`src/rtl/seq_arb_4in_rr_burst_pkg.sv`:
```
// Shared definitions for the 4-input burst-holding round-robin arbiter:
// FSM state constants and small one-hot / index / rotate helpers.
package seq_arb_4in_rr_burst_pkg;

    localparam int NUM_REQ = 4;

    typedef logic [0:0] state_t;

    // IDLE arbitrates among requesters; BUSY routes only the locked owner.
    localparam state_t ST_IDLE = 1'b0;
    localparam state_t ST_BUSY = 1'b1;

    function automatic logic [3:0] idx_to_onehot(input logic [1:0] idx);
        return 4'b0001 << idx;
    endfunction

    function automatic logic [1:0] onehot_to_idx(input logic [3:0] oh);
        logic [1:0] idx;
        idx = '0;
        for (int i = 0; i < NUM_REQ; i++) begin
            if (oh[i]) begin
                idx = i[1:0];
            end
        end
        return idx;
    endfunction

    function automatic logic [3:0] rotl4(input logic [3:0] v);
        return {v[2:0], v[3]};
    endfunction

endpackage

```
`src/rtl/seq_arb_4in_rr_burst_arb_rr_pick4.sv`:
```
// Combinational round-robin pick: the first set request found when scanning
// upward (with wrap) from the one-hot priority position wins.
module arb_rr_pick4
    import seq_arb_4in_rr_burst_pkg::*;
(
    input  logic [3:0] reqs,
    input  logic [3:0] prio,
    output logic [3:0] grant
);

    logic [1:0] base;
    logic [1:0] idx;
    logic       found;

    assign base = onehot_to_idx(prio);

    // Scan four positions starting at the priority index and grant the first requester seen.
    always_comb begin
        grant = '0;
        found = 1'b0;
        idx   = '0;
        for (int k = 0; k < NUM_REQ; k++) begin
            idx = base + k[1:0];
            if (!found && reqs[idx]) begin
                grant[idx] = 1'b1;
                found      = 1'b1;
            end
        end
    end

endmodule

```
`src/rtl/seq_arb_4in_rr_burst.sv`:
```
// Four-requester round-robin arbiter that holds ownership of the downstream
// port for a whole burst, so beats from different requesters never interleave.
module seq_arb_4in_rr_burst
    import seq_arb_4in_rr_burst_pkg::*;
#(
    parameter int p_nbits = 8
) (
    input  logic                   clk,
    input  logic                   reset,
    input  logic [3:0]             in_val,
    output logic [3:0]             in_rdy,
    input  logic [3:0]             in_last,
    input  logic [4*p_nbits-1:0]   in_msg,
    output logic                   out_val,
    input  logic                   out_rdy,
    output logic [p_nbits-1:0]     out_msg,
    output logic                   out_last,
    output logic [1:0]             out_src,
    output logic [3:0]             grants
);

    state_t     state_q;
    logic [1:0] owner_q;
    logic [3:0] prio_q;

    logic [3:0] pick_grant;
    logic [3:0] sel_grants;
    logic [1:0] sel_src;
    logic       sel_val;
    logic       fire;

    arb_rr_pick4 u_pick (
        .reqs  (in_val),
        .prio  (prio_q),
        .grant (pick_grant)
    );

    // Choose who drives the downstream port: fresh winner in IDLE, locked owner in BUSY, nobody in reset.
    always_comb begin
        sel_grants = '0;
        sel_src    = '0;
        sel_val    = 1'b0;
        if (!reset) begin
            if (state_q == ST_IDLE) begin
                sel_grants = pick_grant;
                sel_src    = onehot_to_idx(pick_grant);
                sel_val    = |in_val;
            end else begin
                sel_grants = idx_to_onehot(owner_q);
                sel_src    = owner_q;
                sel_val    = in_val[owner_q];
            end
        end
    end

    // Route the selected requester's payload and last flag downstream, zero while in reset.
    always_comb begin
        out_msg  = '0;
        out_last = 1'b0;
        if (!reset) begin
            out_msg  = in_msg[sel_src*p_nbits +: p_nbits];
            out_last = in_last[sel_src];
        end
    end

    assign grants  = sel_grants;
    assign out_src = sel_src;
    assign out_val = sel_val;
    assign in_rdy  = sel_grants & {4{out_rdy}};
    assign fire    = sel_val & out_rdy;

    // Lock the owner on any offered beat that does not end the burst, and advance priority only on burst completion.
    always_ff @(posedge clk) begin
        if (reset) begin
            state_q <= ST_IDLE;
            owner_q <= '0;
            prio_q  <= 4'b0001;
        end else begin
            case (state_q)
                ST_IDLE: begin
                    if (sel_val) begin
                        if (fire && out_last) begin
                            prio_q <= rotl4(sel_grants);
                        end else begin
                            state_q <= ST_BUSY;
                            owner_q <= sel_src;
                        end
                    end
                end
                default: begin
                    if (fire && out_last) begin
                        state_q <= ST_IDLE;
                        prio_q  <= rotl4(sel_grants);
                    end
                end
            endcase
        end
    end

endmodule

```
`config.mk`:
```
export PLATFORM = sky130hd
export DESIGN_NAME = seq_arb_4in_rr_burst
export DESIGN_NICKNAME = d
export VERILOG_FILES = /design/src/rtl/seq_arb_4in_rr_burst_pkg.sv /design/src/rtl/seq_arb_4in_rr_burst_arb_rr_pick4.sv /design/src/rtl/seq_arb_4in_rr_burst.sv
export SDC_FILE = /design/constraint.sdc
export NUM_CORES = 1
export LEC_CHECK = 0
export CAP_MARGIN = 10
export CORE_MARGIN = 8
export CORE_UTILIZATION = 27
export DETAILED_ROUTE_END_ITERATION = 12
export HOLD_SLACK_MARGIN = 0.08
export SYNTH_ARGS = -nofsm -noshare
export SYNTH_HDL_FRONTEND = slang
export SYNTH_SLANG_ARGS = --single-unit
```
`constraint.sdc`:
```
create_clock -name clk -period 3.58 [get_ports clk]
set_input_delay 0.358 -clock clk [delete_from_list [all_inputs] [get_ports clk]]
set_output_delay 0.358 -clock clk [all_outputs]
set_load 0.005 [all_outputs]
```
Word level (Yosys, flattened, before mapping)
Index checks and enable logic that the tools add are counted.
{"block": "totals", "out_inout_bits": 20, "reg_bits": 7, "inputBits": 43, "elab_cells": 86}
{"block": "op_classes", "shift": 2, "order_cmp": 10, "add_sub_neg": 3, "n_reduce_logical": 14, "n_bitwise": 7, "mux": 47}
{"op": "4-bit two-way mux", "count": 9}
{"op": "32-bit by 6-bit variable part select with 8-bit output", "count": 1}
{"op": "1-bit two-way mux", "count": 21}
{"op": "2-bit by 3-bit less-than comparator with 1-bit output (second input constant)", "count": 6}
{"op": "1-bit binary-select mux with 2-bit select", "count": 6}
{"op": "2-bit two-way mux", "count": 6}
{"op": "4-bit bitwise OR", "count": 3}
{"op": "1-bit demux with 2-bit select", "count": 4}
{"op": "2-bit by 1-bit greater-or-equal comparator with 1-bit output (second input constant)", "count": 4}
{"op": "1-bit logical AND", "count": 8}
{"op": "8-bit two-way mux", "count": 1}
{"op": "2-bit adder (second input constant)", "count": 2}
{"op": "4-bit bitwise AND", "count": 1}
{"op": "4-bit OR reduction", "count": 1}
{"op": "1-bit by 2-bit << shifter with 4-bit output (first input constant)", "count": 1}
{"op": "1-bit zero test", "count": 3}
{"op": "3-bit AND reduction", "count": 1}
{"op": "2-bit by 1-bit adder with 2-bit output (second input constant)", "count": 1}
{"op": "1-bit NOT", "count": 2}
{"op": "2-bit nonzero test", "count": 1}
{"op": "1-bit bitwise AND", "count": 1}

Depth between registers and ports, before layout
{"block": "depth", "depth_word": 27, "depth_mapped": 14, "depth_no_buf": 13}

Hierarchy
A second synthesis with hierarchy kept.
{"block": "unflattened", "cells_unflattened": 149, "area_unflattened_um2": 1305.0}
{"mod": "seq_arb_4in_rr_burst", "cells_each": 92, "seq_area_each_um2": 140.1, "n_inst": 1, "area_each_um2": 864.6}
{"mod": "arb_rr_pick4", "cells_each": 57, "seq_area_each_um2": 0.0, "n_inst": 1, "area_each_um2": 440.4}

Least setup slack after synthesis
OpenSTA, ideal clock, no wires.
{"block": "synth_timing", "kind": "register to output", "startpoint": "register prio_q[2]", "endpoint": "output port out_msg[0]", "required_time_ns": 3.222, "path_buffers": 1, "stages_incl_launch_ff": 13, "slack_ns": -0.213, "arrival_ns": 3.435, "cell_sequence": "dfxtp_1 nor2b_2 or2_2 ha_1 mux2_1 a32o_2 a221o_1 a221oi_2 o21ai_1 nand2_1 buf_4 mux4_2 and2_1"}
{"block": "synth_via", "elab_chain_len": 21, "elab_cells_between_ends": 56, "cone_classes": "add/sub (3); order compare (8); shift (1); mux (31); bitwise (3); reduce/logical (10)"}
{"item": "start: declaration", "line_no": "seq_arb_4in_rr_burst.sv:24", "rtl": "logic [3:0] prio_q;"}
{"item": "start signal: assignment", "line_no": "seq_arb_4in_rr_burst.sv:83", "rtl": "prio_q <= rotl4(sel_grants);"}
{"item": "start signal: assignment", "line_no": "seq_arb_4in_rr_burst.sv:93", "rtl": "prio_q <= rotl4(sel_grants);"}
{"item": "2-bit two-way mux * (2 in a row)", "line_no": "seq_arb_4in_rr_burst_pkg.sv:21", "rtl": "if (oh[i]) begin"}
{"item": "branches (longest 11 deep; another with 2-bit by 3-bit less-than comparator with 1-bit output)"}
{"item": "4-bit two-way mux *", "line_no": "seq_arb_4in_rr_burst_arb_rr_pick4.sv:24", "rtl": "if (!found && reqs[idx]) begin"}
{"item": "1-bit two-way mux", "line_no": "seq_arb_4in_rr_burst_pkg.sv:21"}
{"item": "2-bit two-way mux", "line_no": "seq_arb_4in_rr_burst_pkg.sv:21"}
{"item": "2-bit two-way mux *", "line_no": "seq_arb_4in_rr_burst_pkg.sv:21"}
{"item": "2-bit two-way mux *", "line_no": "seq_arb_4in_rr_burst.sv:44", "rtl": "if (state_q == ST_IDLE) begin"}
{"item": "2-bit two-way mux *", "line_no": "seq_arb_4in_rr_burst.sv:43", "rtl": "if (!reset) begin"}
{"item": "32-bit by 6-bit variable part select with 8-bit output *", "line_no": "seq_arb_4in_rr_burst.sv:61", "rtl": "out_msg = in_msg[sel_src*p_nbits +: p_nbits];"}
{"item": "8-bit two-way mux *", "line_no": "seq_arb_4in_rr_burst.sv:60", "rtl": "if (!reset) begin"}
{"item": "end: declaration", "line_no": "seq_arb_4in_rr_burst.sv:16", "rtl": "output logic [p_nbits-1:0] out_msg,"}
Mark *: on every way between the ends. The select of a mux whose other input is x is not followed.

Worst setup path in the final report
{"block": "layout_timing", "startpoint": "register prio_q[1]", "endpoint": "output port out_msg[0]"}
{"block": "layout_via", "elab_chain_len": 22, "elab_cells_between_ends": 57, "cone_classes": "add/sub (3); order compare (8); shift (1); mux (32); bitwise (3); reduce/logical (10)"}
{"item": "1-bit two-way mux *", "line_no": "seq_arb_4in_rr_burst_pkg.sv:21"}
{"item": "2-bit two-way mux * (2 in a row)", "line_no": "seq_arb_4in_rr_burst_pkg.sv:21"}
{"item": "branches (longest 11 deep; another with 2-bit by 3-bit less-than comparator with 1-bit output)"}
{"item": "4-bit two-way mux *", "line_no": "seq_arb_4in_rr_burst_arb_rr_pick4.sv:24"}
{"item": "1-bit two-way mux", "line_no": "seq_arb_4in_rr_burst_pkg.sv:21"}
{"item": "2-bit two-way mux", "line_no": "seq_arb_4in_rr_burst_pkg.sv:21"}
{"item": "2-bit two-way mux *", "line_no": "seq_arb_4in_rr_burst_pkg.sv:21"}
{"item": "2-bit two-way mux *", "line_no": "seq_arb_4in_rr_burst.sv:44"}
{"item": "2-bit two-way mux *", "line_no": "seq_arb_4in_rr_burst.sv:43"}
{"item": "32-bit by 6-bit variable part select with 8-bit output *", "line_no": "seq_arb_4in_rr_burst.sv:61"}
{"item": "8-bit two-way mux *", "line_no": "seq_arb_4in_rr_burst.sv:60"}
Marks and branches as above.

==> impl_results.md <==
* Fillers at 350
* I/O pins at 63
* Maxcap violations at 0
* CTS root buf: clkbuf_8
* Worst EP required at approximately 3.2 ns
* Final WS setup at -0.425 ns
* Initial antenna violation count at 0
* Worst Clk Skew at ~0.0034 ns
* Hold Crit Class: reg2reg
* Main flop type after synthesis: dfxtp_1
* Most frequent cells in the layout: clkdlybuf4s50_1, buf_4, buf_6
* Port buffer count at between 60 and 70
* Worst hold slack at 0.558 ns
* CTS tree: built
* Drt total wl at 4840 um
* Worst hold stages at 2
* # DRC at 0
* Worst-Margin Slew at roughly 0.52 ns
* Site Rows at 23
* Antenna cell count at 0
* Worst-skew pair later-pin latency at about 0.22 ns
* Largest net degree at the start of global routing at 14
* Vias post-DR at ~1400
* Minimum clock period at 4.00 ns
* Initial drt markers at 63
* GRT overflow at 0
* Peak supply drop at roughly 0.23 mV
* Worst Setup Start Kind: flip-flop
* Die footprint at 0.00660 mm^2
* CTS H-tree depth at 1
* Post-synthesis net count at 175
* R2r endpoint: prio_q[1]$_SDFFE_PP0P_
* Reg2Reg Depth at 17
* Final Max Tran Viols at 0
* Status: finished, violations left
* Final Util at 0.601
* Commonest non-fill, non-tap cell in the layout: clkdlybuf4s50_1
* Starting density of the core at 0.283
* Unrepaired setup endpoints after global routing: true
* Leakage at 0.00104 uW
* CP Capture Type: primary output
* Core area at 0.00406 mm^2
* Cells after DPL at about 260
* Fin crit share at 1.12
* Clock transition at the registers of the reported paths at roughly 0.04 ns
* Hold EP: owner_q[0]$_SDFFE_PP0P_
* Clk buf depth at 2
* Synth Register Bits at 6
* Critical path class: reg2out
* Syn Std Cell Area at about 0.0011 mm^2
* Layout Area Growth over Synthesis at 112%
* R2r startpoint: prio_q[1]$_SDFFE_PP0P_
* Cts hold-fix bufs at 0
* Finished Cell Area at approximately 0.0024 mm^2
* Post-DRT Antenna Nets at 0
* Mapped Cells at 124
* FF-to-FF setup slack at -0.01 ns
* Crit path DAT at 3.65 ns
* Yosys warns at 0
* Ys async rst share at 0
* Syn Area/Cell at 9.26 um^2
* Pwr Density at between 200 and 300 mW/mm^2
* DR pass1 iterations at 4
* Detailed placement HPWL at about 3900 um
* Netlist cell types at 45
* Chip width at roughly 80 um
* First-pass GRT wire length at around 7400 um
* Area after DPL at around 0.0021 mm^2
* Critical-path maximum fanout at 5
* Routability Congestion at between 0.8 and 0.9
* Total track usage at 0.143
* Sequential fraction of the synthesis area at 0.105
* Setup crit start: prio_q[1]$_SDFFE_PP0P_
* TritonCTS Buffers at 3
* Die Ht at ~81 um
* Fin. Hold Viols at 0
* Max Fclk at 250 MHz
* Worst min-delay path startpoint: owner_q[0]$_SDFFE_PP0P_
* Via/cell ratio at between 5 and 6
* Post-layout nets at ~280
* Layout cells sized above 1 at 0.472
* Setup TNS at -3.22 ns
* Number of global-route vias before repair at roughly 1500
* Failing checks: negative setup slack
* EDFF count, synth at 0
* Max-slew headroom at 0.651
* DR WL/cell at 17.2 um
* Setup Viol. Count Final at 15
* Sink Count at 6
* Post-Layout Cell Count at 281
[how the worst max path moves through the flow]
stage / endpoint / slack (ns) / cells after the start
2_1_floorplan: out_msg[0] / -0.006 / 12
6_report: out_msg[0] / -0.42 / 15
4_1_cts: out_msg[0] / -0.37 / 16
5_1_grt: out_msg[0] / -0.52 / 15
3_5_place_dp: out_msg[3] / -0.38 / 13
3_3_place_gp: out_msg[0] / -0.34 / 13
[cell type report]
type,count,area (um^2),area share
clock buffers,4,45.0,0.0185
flip-flops and latches,6,125,0.0513
multi-input cells,102,1140,0.466
repair buffers,109,1030,0.423
well taps,50,62.6,0.0257
inverters,10,37.5,0.0154
[power breakdown]
part	internal [uW]	switching (uW)	leakage, uW	total, uW
Clock	76.8	31.3	0.0000228	108
Combinational	281	181	0.000970	462
Sequential	71.5	5.38	0.0000503	76.8
Total	429	217	0.00104	646
[through the flow]
step                power (uW)  worst slack (ns)
floorplan                  263          -0.00649
global placement           422            -0.340
detailed placement         428            -0.382
CTS                        618            -0.370
global route               684            -0.516
finish                     646            -0.425
[Yosys cell counts (all sizes together), types with 2 or more instances]
cell,count,area [um^2]
a21oi,6,30.0
a221o,2,20.0
a221oi,4,47.6
a22o,2,17.5
a31oi,4,25.0
and2,12,75.1
and3,2,12.5
buf,4,23.8
clkbuf,2,7.51
dfxtp,6,120
ha,8,100
inv,10,37.5
mux2,2,26.3
mux2i,6,60.1
mux4,9,203
nand2,6,22.5
nor2,13,51.3
nor2b,3,21.3
nor3,4,47.5
nor4,2,27.5
o21ai,2,10.0
o22a,2,17.5
[registers in the layout, summed over array words and instances (netlist names)]
register  count
prio_q        3
owner_q       2
state_q       1
[per-layer routing]
metal  global-route usage  vias to the layer above  share of wire
met5                    0                        -              0
met4               0.0214                        0         0.0060
met3               0.0298                        5          0.042
met2                0.274                       26           0.58
met1                0.161                      701           0.37
li1                     -                      685              -
[critical path: stages (launching register included)]
cell and delay [ns]:
dfxtp_2 0.31, nor2b_4 0.12, or2_4 0.28, ha_4 0.25, buf_6 0.12, o221a_4 0.25, a32o_2 0.24, a221o_1 0.36
a221oi_4 0.23, o21ai_2 0.10, nand2_2 0.14, clkbuf_16 0.16, buf_6 0.09, mux4_2 0.47, and2_4 0.17, buf_6 0.11
[cells by family (layout without fill, tap and decap cells)]
group	Yosys count	count (layout)	share of synthesized area
adders and majority gates	8	8	0.0871
and+or+nand+nor	47	47	0.259
DFF	6	6	0.105
muxes	17	17	0.252
AOI/OAI and AO/OA	30	30	0.237
buffers and inverters	16	123	0.0599
[what timing repair did]
| item | 4_1_cts | 5_1_grt |
|---|---|---|
| resized for setup | 69 | 22 |
| endpoints found under the setup margin | 22 | 25 |
| setup buffers | 16 | 2 |
| gates cloned | 1 | 0 |
| pin swaps | 12 | 17 |
No activity file was read; power rests on OpenSTA's default activity.
